--- src/rtl/serial_add_sequencer.sv ---
// Operand FIFO, launch sequencer and result collector wrapped around a bit-serial adder.
// Optional macro SEQ_CHECK_EN adds a sticky reference check of every captured sum.
module serial_add_sequencer #(
  parameter int unsigned WIDTH   = 8,
  parameter int unsigned LATENCY = 9
) (
  input  logic             clk,
  input  logic             reset,
  input  logic             in_valid,
  output logic             in_ready,
  input  logic [WIDTH-1:0] in_a,
  input  logic [WIDTH-1:0] in_b,
  output logic             add_start,
  output logic [WIDTH-1:0] add_op1,
  output logic [WIDTH-1:0] add_op2,
  input  logic [WIDTH:0]   add_sum,
  output logic             out_valid,
  input  logic             out_ready,
  output logic [WIDTH:0]   out_sum,
  output logic             busy,
  output logic             chk_err
);

  localparam int unsigned SW = WIDTH + 1;
  localparam int unsigned CW = (LATENCY > 1) ? $clog2(LATENCY) : 1;

  typedef enum logic {IDLE, RUN} state_t;

  state_t           state, state_next;
  logic [WIDTH-1:0] fifo_a [2];
  logic [WIDTH-1:0] fifo_b [2];
  logic             wr_ptr, rd_ptr;
  logic [1:0]       count;
  logic [CW-1:0]    cnt;
  logic             push, launch, capture;

  // Depends only on the registered occupancy, never on the pop
  assign in_ready = (count != 2'd2);
  assign push     = in_valid && in_ready;
  assign busy     = (count != 2'd0) || (state == RUN) || out_valid;

  // Launch only when the output slot is free or being drained this edge
  always_comb begin
    state_next = state;
    launch     = 1'b0;
    capture    = 1'b0;
    case (state)
      IDLE: begin
        if ((count != 2'd0) && (!out_valid || out_ready)) begin
          launch     = 1'b1;
          state_next = RUN;
        end
      end
      RUN: begin
        if (cnt == '0) begin
          capture    = 1'b1;
          state_next = IDLE;
        end
      end
      default: state_next = IDLE;
    endcase
  end

  always_ff @(posedge clk or posedge reset) begin
    if (reset) begin
      state     <= IDLE;
      add_start <= 1'b0;
      cnt       <= '0;
      add_op1   <= '0;
      add_op2   <= '0;
      out_valid <= 1'b0;
      out_sum   <= '0;
    end else begin
      state     <= state_next;
      add_start <= (state_next == RUN);
      if (launch) begin
        add_op1 <= fifo_a[rd_ptr];
        add_op2 <= fifo_b[rd_ptr];
        cnt     <= CW'(LATENCY - 1);
      end else if (state == RUN && cnt != '0) begin
        cnt <= cnt - CW'(1);
      end
      // A capture on the same edge as a consume keeps the slot full
      if (capture) begin
        out_valid <= 1'b1;
        out_sum   <= add_sum;
      end else if (out_ready) begin
        out_valid <= 1'b0;
      end
    end
  end

  always_ff @(posedge clk or posedge reset) begin
    if (reset) begin
      wr_ptr <= 1'b0;
      rd_ptr <= 1'b0;
      count  <= 2'd0;
    end else begin
      if (push)   wr_ptr <= ~wr_ptr;
      if (launch) rd_ptr <= ~rd_ptr;
      count <= 2'(count + {1'b0, push} - {1'b0, launch});
    end
  end

  always_ff @(posedge clk) begin
    if (push) begin
      fifo_a[wr_ptr] <= in_a;
      fifo_b[wr_ptr] <= in_b;
    end
  end

`ifdef SEQ_CHECK_EN
  logic [WIDTH:0] ref_sum;

  always_ff @(posedge clk or posedge reset) begin
    if (reset) begin
      ref_sum <= '0;
      chk_err <= 1'b0;
    end else begin
      if (launch) ref_sum <= SW'(fifo_a[rd_ptr]) + SW'(fifo_b[rd_ptr]);
      if (capture && (add_sum != ref_sum)) chk_err <= 1'b1;
    end
  end
`else
  assign chk_err = 1'b0;
`endif

endmodule

--- config.mk ---
export PLATFORM = sky130hd
export DESIGN_NAME = serial_add_sequencer
export DESIGN_NICKNAME = d
export VERILOG_FILES = /design/src/rtl/serial_add_sequencer.sv
export SDC_FILE = /design/constraint.sdc
export NUM_CORES = 1
export LEC_CHECK = 0
export BUFFER_PORTS_ARGS = -buffer_cell sky130_fd_sc_hd__buf_2
export CAP_MARGIN = 0
export CORE_MARGIN = 1.5
export CORE_UTILIZATION = 52
export CTS_BUF_LIST = sky130_fd_sc_hd__clkbuf_8
export DETAILED_ROUTE_END_ITERATION = 7
export PLACE_DENSITY = 0.77
export SYNTH_ARGS = -nofsm -noshare
export SYNTH_HDL_FRONTEND = slang
export SYNTH_SLANG_ARGS = --single-unit
--- constraint.sdc ---
create_clock -name clk -period 1.96 [get_ports clk]
set_input_delay 0.49 -clock clk [delete_from_list [all_inputs] [get_ports clk]]
set_output_delay 0.49 -clock clk [all_outputs]
set_load 0.05 [all_outputs]
# Word-level counts from Yosys, hierarchy flattened
# Memories as Yosys holds them, arrays and structs flattened. A register that Yosys moved wholly into a read port is not among the register bits.
# Cells that the tools add are included.
[word_totals] ff_bits=19 ram_bits=32 inputBits=29 output_inout_bits=30 word_cells=40 memories=2
[memory_table] name="fifo_a" words=2 word_bits=8 rd=1 rd_clocked_by_memory_dff=1 wr=1 line_no="30" source="logic [WIDTH-1:0] fifo_a [2];"
[memory_table] name="fifo_b" words=2 word_bits=8 rd=1 rd_clocked_by_memory_dff=1 wr=1 line_no="31" source="logic [WIDTH-1:0] fifo_b [2];"
[classes] n_addsub=3 eq_ne=1 mux=12 bitwise=3 n_reduce_logical=12
[ops] cell="$mux 1" count=9
[ops] cell="$mux 4" count=2
[ops] cell="$reduce_bool 2->1" count=3
[ops] cell="$logic_not 4->1" count=1
[ops] cell="$reduce_bool 4->1" count=1
[ops] cell="$sub 4x1->4 const B" count=1
[ops] cell="$logic_and 1x1->1" count=3
[ops] cell="$logic_or 1x1->1" count=3
[ops] cell="$not 1->1" count=3
[ops] cell="$add 2x1->2" count=1
[ops] cell="$ne 2x2->1 const B" count=1
[ops] cell="$pmux 1 s2" count=1
[ops] cell="$sub 2x1->2" count=1
[ops] cell="$logic_not 1->1" count=1

# Depth between registers and ports, before layout
# Gate-level depths: netlist of the first run.
[logic_depth] depth_word=6 depth_mapped=8 depth_no_buf=7

# Least setup slack after synthesis of the first run
# OpenSTA, ideal clock, no wires.
[synth_timing] path_type="flip-flop to flip-flop" start="register count[0]" end="memory fifo_a[0][0] (enable)" setup_ns=0.388 arrival_ns=1.728 required_ns=1.572 path_slack_ns=-0.156 path_stages_with_launch=4 n_path_buf=0 period_less_slack_ns=2.116 cell_sequence="dfrtp_1 -> nand2b_1 -> nand2_1 -> nor2_1"
[synth_between] elab_chain_cells=4
[synth_rtl] item="start: declaration" line_no="33" source="logic [1:0] count;"
[synth_rtl] item="start signal: assignment" line_no="101" source="count <= 2'(count + {1'b0, push} - {1'b0, launch});"
[synth_rtl] item="$ne 2x2->1" line_no="38" source="assign in_ready = (count != 2'd2);"
[synth_rtl] item="via in_ready" line_no="10" source="output logic in_ready,"
[synth_rtl] item="$logic_and 1x1->1" line_no="39" source="assign push = in_valid && in_ready;"
[synth_rtl] item="$mux 1" line_no="106" source="if (push) begin"
[synth_rtl] item="$mux 1 (not written as such)" line_no="107" source="fifo_a[wr_ptr] <= in_a;"
[synth_rtl] item="end: declaration" line_no="30"
# The timed path passes the listed nets, and every way through them passes these cells.

# Worst setup path in the final report of the first run
[layout_timing] start="register count[1]" end="output busy"
[layout_between] elab_chain_cells=3
[layout_rtl] item="$reduce_bool 2->1" line_no="40" source="assign busy = (count != 2'd0) || (state == RUN) || out_valid;"
[layout_rtl] item="$logic_or 1x1->1 (2 in a row)" line_no="40"
[layout_rtl] item="end: declaration" line_no="20" source="output logic busy,"
# Every way passes these cells.

==> results by group, run 1 <==
Routing
  – Final WL: 4440 um
  – Post-route DRC: 0
  – Via count: 1464
  – Routed vias/inst: 4.96
  – Pre-antenna DRT Iters: 4
  – Final ANT Viol Nets: 0
  – 1st-iter DRT viols: 50
  – Wire length per cell: 15.0 um

Cells and area
  – Most frequent cells in the layout: 57 x buf_2, 41 x mux2_2, 34 x dfrtp_1
  – Layout cells sized above 1: 0.553
  – Area Growth Syn to Fin: 23.2%
  – Post-route insts no fill: 295
  – Most common cell after layout, fill and taps aside: buf_2
  – Fin nets: 256
  – N_diodes: 0
  – Filler cells: 369

Synth
  – Ys flop type: dfrtp_1
  – Yosys warns: 0
  – Yosys cell types: 29
  – Sequential share of the synthesized area: 0.704
  – Syn Inst Count: 154
  – Syn nets: 187
  – Synth Register Bits: 67
  – Post-Syn Area: 2610 um^2
  – Avg Cell Area, Syn: 16.9 um^2
  – Asr flop ratio synth: 0.522
  – Post-synth EDFFs: 32

Run
  – Max Cap Viol: 0

Critical path
  – Startpoint types: register
  – Crit path capture type: output pin
  – WP data required: 1.47 ns
  – CP max FO: 3
  – Setup CP Type: reg2out
  – Data arrival time of the worst path: 1.29 ns
  – Flop2flop setup slack: 0.24 ns

Global routing
  – Total GRT Usage: 0.189
  – Grt total ovfl: 0
  – First-pass GRT wire length: 7290 um
  – Largest net degree at the start of global routing: 26
  – Vias in the first global route: 1578
  – Antenna violations before repair: 0

Die
  – Die footprint: 5450 um^2
  – Die span in x: 73.8 um
  – DIE HEIGHT: 73.8 um
  – Num ports: 59
  – # rows: 25
  – Core area: 4790 um^2
  – Initial core utilization: 0.545

Clock tree
  – Clock buffer depth: 2
  – Worst-path clk slew: 0.07 ns
  – CTS tree: built
  – Clock sinks: 67
  – CTS Buf Count: 9
  – Clk_lat worst skew: 0.33 ns
  – Root Driver: clkbuf_8
  – Postcts setup bufs: 0
  – H-tree depth: 3

STA
  – Final worst-path cycle share: 0.906
  – RSZ-0062 raised after global routing: false
  – Hold violation total from the final report: 0
  – Finish-stage setup viols: 0
  – Relative slew slack: 0.665
  – Tmin final: 1.78 ns
  – Fmax: 563 MHz
  – Final Skew: 0.00704 ns
  – Total negative slack: 0 ns
  – Count of pins over their slew limit: 0
  – Least-Margin Pin Slew: 0.502 ns

Hold path
  – Hold crit path type: in2async

Run status
  – Status: completed

Placed design
  – Post-DP HPWL: 3120 um
  – Port Buf Inserts: 57
  – Final Wtd Congestion: 0.679
  – DP Cell Count: 279
path summary, 6_finish.rpt:
check | startpoint | to | cells after the start
setup / recovery | count[1] | busy | 3
hold / removal | reset | add_op2[5] | 2
setup reg to reg | cnt[0] | out_sum[4] | 5
hold reg to reg | out_sum[7] | out_sum[7] | 1
max in group asynchronous | reset | out_sum[4] | 3
min in group clk | in_b[1] | fifo_b[0][1] | 1
layout make-up:
class                   count  area [um^2]  area share
clock buffers              10          138      0.0428
clock inverters             6         56.3      0.0175
inverters                   5         18.8     0.00584
multi-input cells          77          736       0.229
flip-flops and latches     67         1840       0.572
well taps                  67         83.8      0.0261
repair buffers             63          343       0.107
logic make-up (layout without fill, tap and decap cells):
logic type	after synthesis	count (layout)	synth area share
buffers and inverters	10	84	0.0178
AND/OR/NAND/NOR	20	20	0.0490
AO/OA/AOI/OAI	6	6	0.0139
other	1	1	0.00144
multiplexers	42	42	0.181
XOR/XNOR	4	4	0.0134
adder cells (fa/ha/maj)	4	4	0.0192
flip-flops	67	67	0.704
critical path, cell delays in order, from the launching register on:
cell and delay, ns:
dfrtp_1 0.42, nor2_2 0.24, nand2_1 0.08, buf_2 0.22
synth_stat cells (all sizes together), types with 2 or more instances:
cell,count,area (um^2)
xnor2,3,26.3
nand2,4,15.0
dfrtp,35,876
ha,4,50.1
a21oi,2,10.0
inv,5,18.8
nand2b,3,18.8
buf,5,27.5
mux2,41,462
edfxtp,32,961
nor3,3,31.3
nor2,3,11.3
o21ai,2,10.0
timing repair:
| item | 4_1_cts | 5_1_grt |
|---|---|---|
| resized for setup | 0 | 1 |
| setup endpoints to repair | 0 | 1 |
| hold buffers | 0 | 0 |
sequential cells by signal, indices dropped and copies added (netlist names):
register	cells
add_op1	8
add_op2	8
cnt	4
count	2
fifo_a	16
fifo_b	16
out_sum	9
out_valid	1
rd_ptr	1
state	1
wr_ptr	1
layer usage:
metal	track usage	up-vias	wire length, um
li1	-	692	-
met3	0.0672	8	207
met1	0.226	725	1870
met5	0	-	0
met2	0.306	39	2290
met4	0.0864	0	77
stage by stage:
stage	utilization	hold WS (ns)	setup WS (ns)	area, um^2
finish	0.671	0.170	0.184	3210
global route	0.671	0.202	0.0862	3210
CTS	0.671	0.182	0.0664	3210
detailed placement	0.630	0.489	0.103	3020
global placement	0.630	0.484	0.214	3020
floorplan	-	0.468	0.0226	2610
Power of run 1 is not shown: default switching activity piles up to over one toggle a cycle in this logic, so the estimate is an artifact.
==> run 2, diff against run 1 <==
GPL_TIMING_DRIVEN = 0   (was not set)
SETUP_SLACK_MARGIN = 0.1   (was not set)
==> run 2 against run 1 <==
Effect of this change:
- first-iteration DRC count down 18%
- flip-flop and latch count is the same
- clock skew down 0.0015 ns
- highest routed layer unchanged
- final cell count stayed put
- die area is the same
- register-to-register slack worse by 0.04 ns
==> results by group, run 2 (synthesis results as in run 1) <==
STA
  – Count of pins over their slew limit: 0
  – Relative slew slack: 0.484
  – Tmin final: 1.76 ns
  – Least-Margin Pin Slew: 0.774 ns
  – RSZ-0062 raised after global routing: true
  – Final WS setup: 0.199 ns
  – Finish-stage setup viols: 0
  – Total negative slack: 0 ns
  – Fmax: 568 MHz
  – Final worst-path cycle share: 0.899
  – Hold violation total from the final report: 0
  – Final Skew: 0.00551 ns

Die
  – Die span in x: 73.8 um
  – DIE HEIGHT: 73.8 um
  – Num ports: 59
  – Die footprint: 5450 um^2
  – # rows: 25
  – Initial core utilization: 0.545
  – Core area: 4790 um^2

Cells and area
  – FF+latch area: 1840 um^2
  – Most common cell after layout, fill and taps aside: buf_2
  – Fin nets: 256
  – Most frequent cells in the layout: 60 x buf_2, 41 x mux2_2, 33 x dfrtp_1
  – Area Growth Syn to Fin: 22.6%
  – Post-route insts no fill: 295
  – Layout cells sized above 1: 0.561
  – N_diodes: 0
  – Finished Core Util: 0.668
  – Filler cells: 371
  – Top flop regs: fifo_a: 16 flops, fifo_b: 16 flops, out_sum: 9 flops
  – Area occupied by multi-input gates: 739 um^2

Critical path
  – CP max FO: 10
  – Startpoint types: register
  – CP top delay family: flip-flops
  – WP data required: 2.21 ns
  – CP max-delay cell: dfrtp_1
  – Setup CP Type: reg2reg
  – Critical Path, Cell by Cell: nor2_2, nor3_2, buf_6, ha_1, inv_1, ha_1, xnor2_1, xnor2_1
  – Crit path buf inv count: 2
  – Data arrival time of the worst path: 2.02 ns
  – Crit path capture type: register
  – Max incr delay on CP: 0.43 ns

Global routing
  – Largest net degree at the start of global routing: 36
  – Vias in the first global route: 1505
  – Grt total ovfl: 0
  – First-pass GRT wire length: 7090 um
  – Antenna violations before repair: 0
  – Total GRT Usage: 0.187

Clock tree
  – Worst-path clk slew: 0.07 ns
  – Root Driver: clkbuf_8
  – CTS tree: built
  – H-tree depth: 3
  – Clk_lat worst skew: 0.33 ns
  – Clock sinks: 67
  – Clock buffer depth: 2
  – CTS hold repair buffers: 0
  – CTS Buf Count: 9

Hold path
  – Hold crit path type: in2async

Routing
  – 1st-iter DRT viols: 41
  – Pre-antenna DRT Iters: 4
  – Post-route DRC: 0
  – Final ANT Viol Nets: 0
  – Wire length per cell: 14.6 um
  – Via count: 1456
  – Routed vias/inst: 4.94
  – Final WL: 4320 um

Placed design
  – Final Wtd Congestion: 0.678
  – DP Cell Count: 278
  – Port Buf Inserts: 57
  – Place WS: -0.108 ns
  – Post-DP HPWL: 2900 um

Run
  – Max Cap Viol: 0

Run status
  – Status: completed
==> run 2: worst paths after layout <==
| check | start | endpoint | depth (start not counted) | slack, ns |
|---|---|---|---|---|
| max in group asynchronous | reset | state | 2 | 1.15 |
| hold / removal | reset | add_op2[5] | 2 | 0.28 |
| min in group clk | in_b[7] | fifo_b[1][7] | 1 | 0.34 |
| setup reg to reg | count[1] | count[1] | 8 | 0.20 |
| hold reg to reg | out_sum[1] | out_sum[1] | 1 | 0.50 |
| setup / recovery | count[1] | count[1] | 8 | 0.20 |
==> run 2: area by class of cell <==
type                       instances  share of cell area
multi-input combinational         77               0.231
tap                               67              0.0262
timing repair buffer              58              0.0916
buffer                             5              0.0106
clock inverter                     6              0.0157
inverter                           5             0.00587
sequential                        67               0.576
clock buffer                      10              0.0431
==> run 2: repair_timing <==
action | CTS | global route
setup endpoints to repair | 1 | 17
gates cloned | 0 | 0
pin swaps | 1 | 0
gates resized for setup | 1 | 3
setup buffers | 1 | 0
==> run 2: per-stage QoR <==
step | cell area [um^2] | hold slack (ns)
3_3_place_gp | 2990 | 0.483
2_1_floorplan | 2620 | 0.478
6_report | 3200 | 0.277
3_5_place_dp | 2990 | 0.490
4_1_cts | 3180 | 0.317
5_1_grt | 3200 | 0.325
==> run 2: layer usage <==
layer	routed length (um)	up-vias	global-route usage	part of all wire
met5	0	-	0	0
met4	86	0	0.0988	0.020
met3	235	8	0.0658	0.054
met2	2160	38	0.287	0.50
met1	1840	716	0.232	0.43
li1	-	694	-	-
Power of run 2 is left out for the same reason.
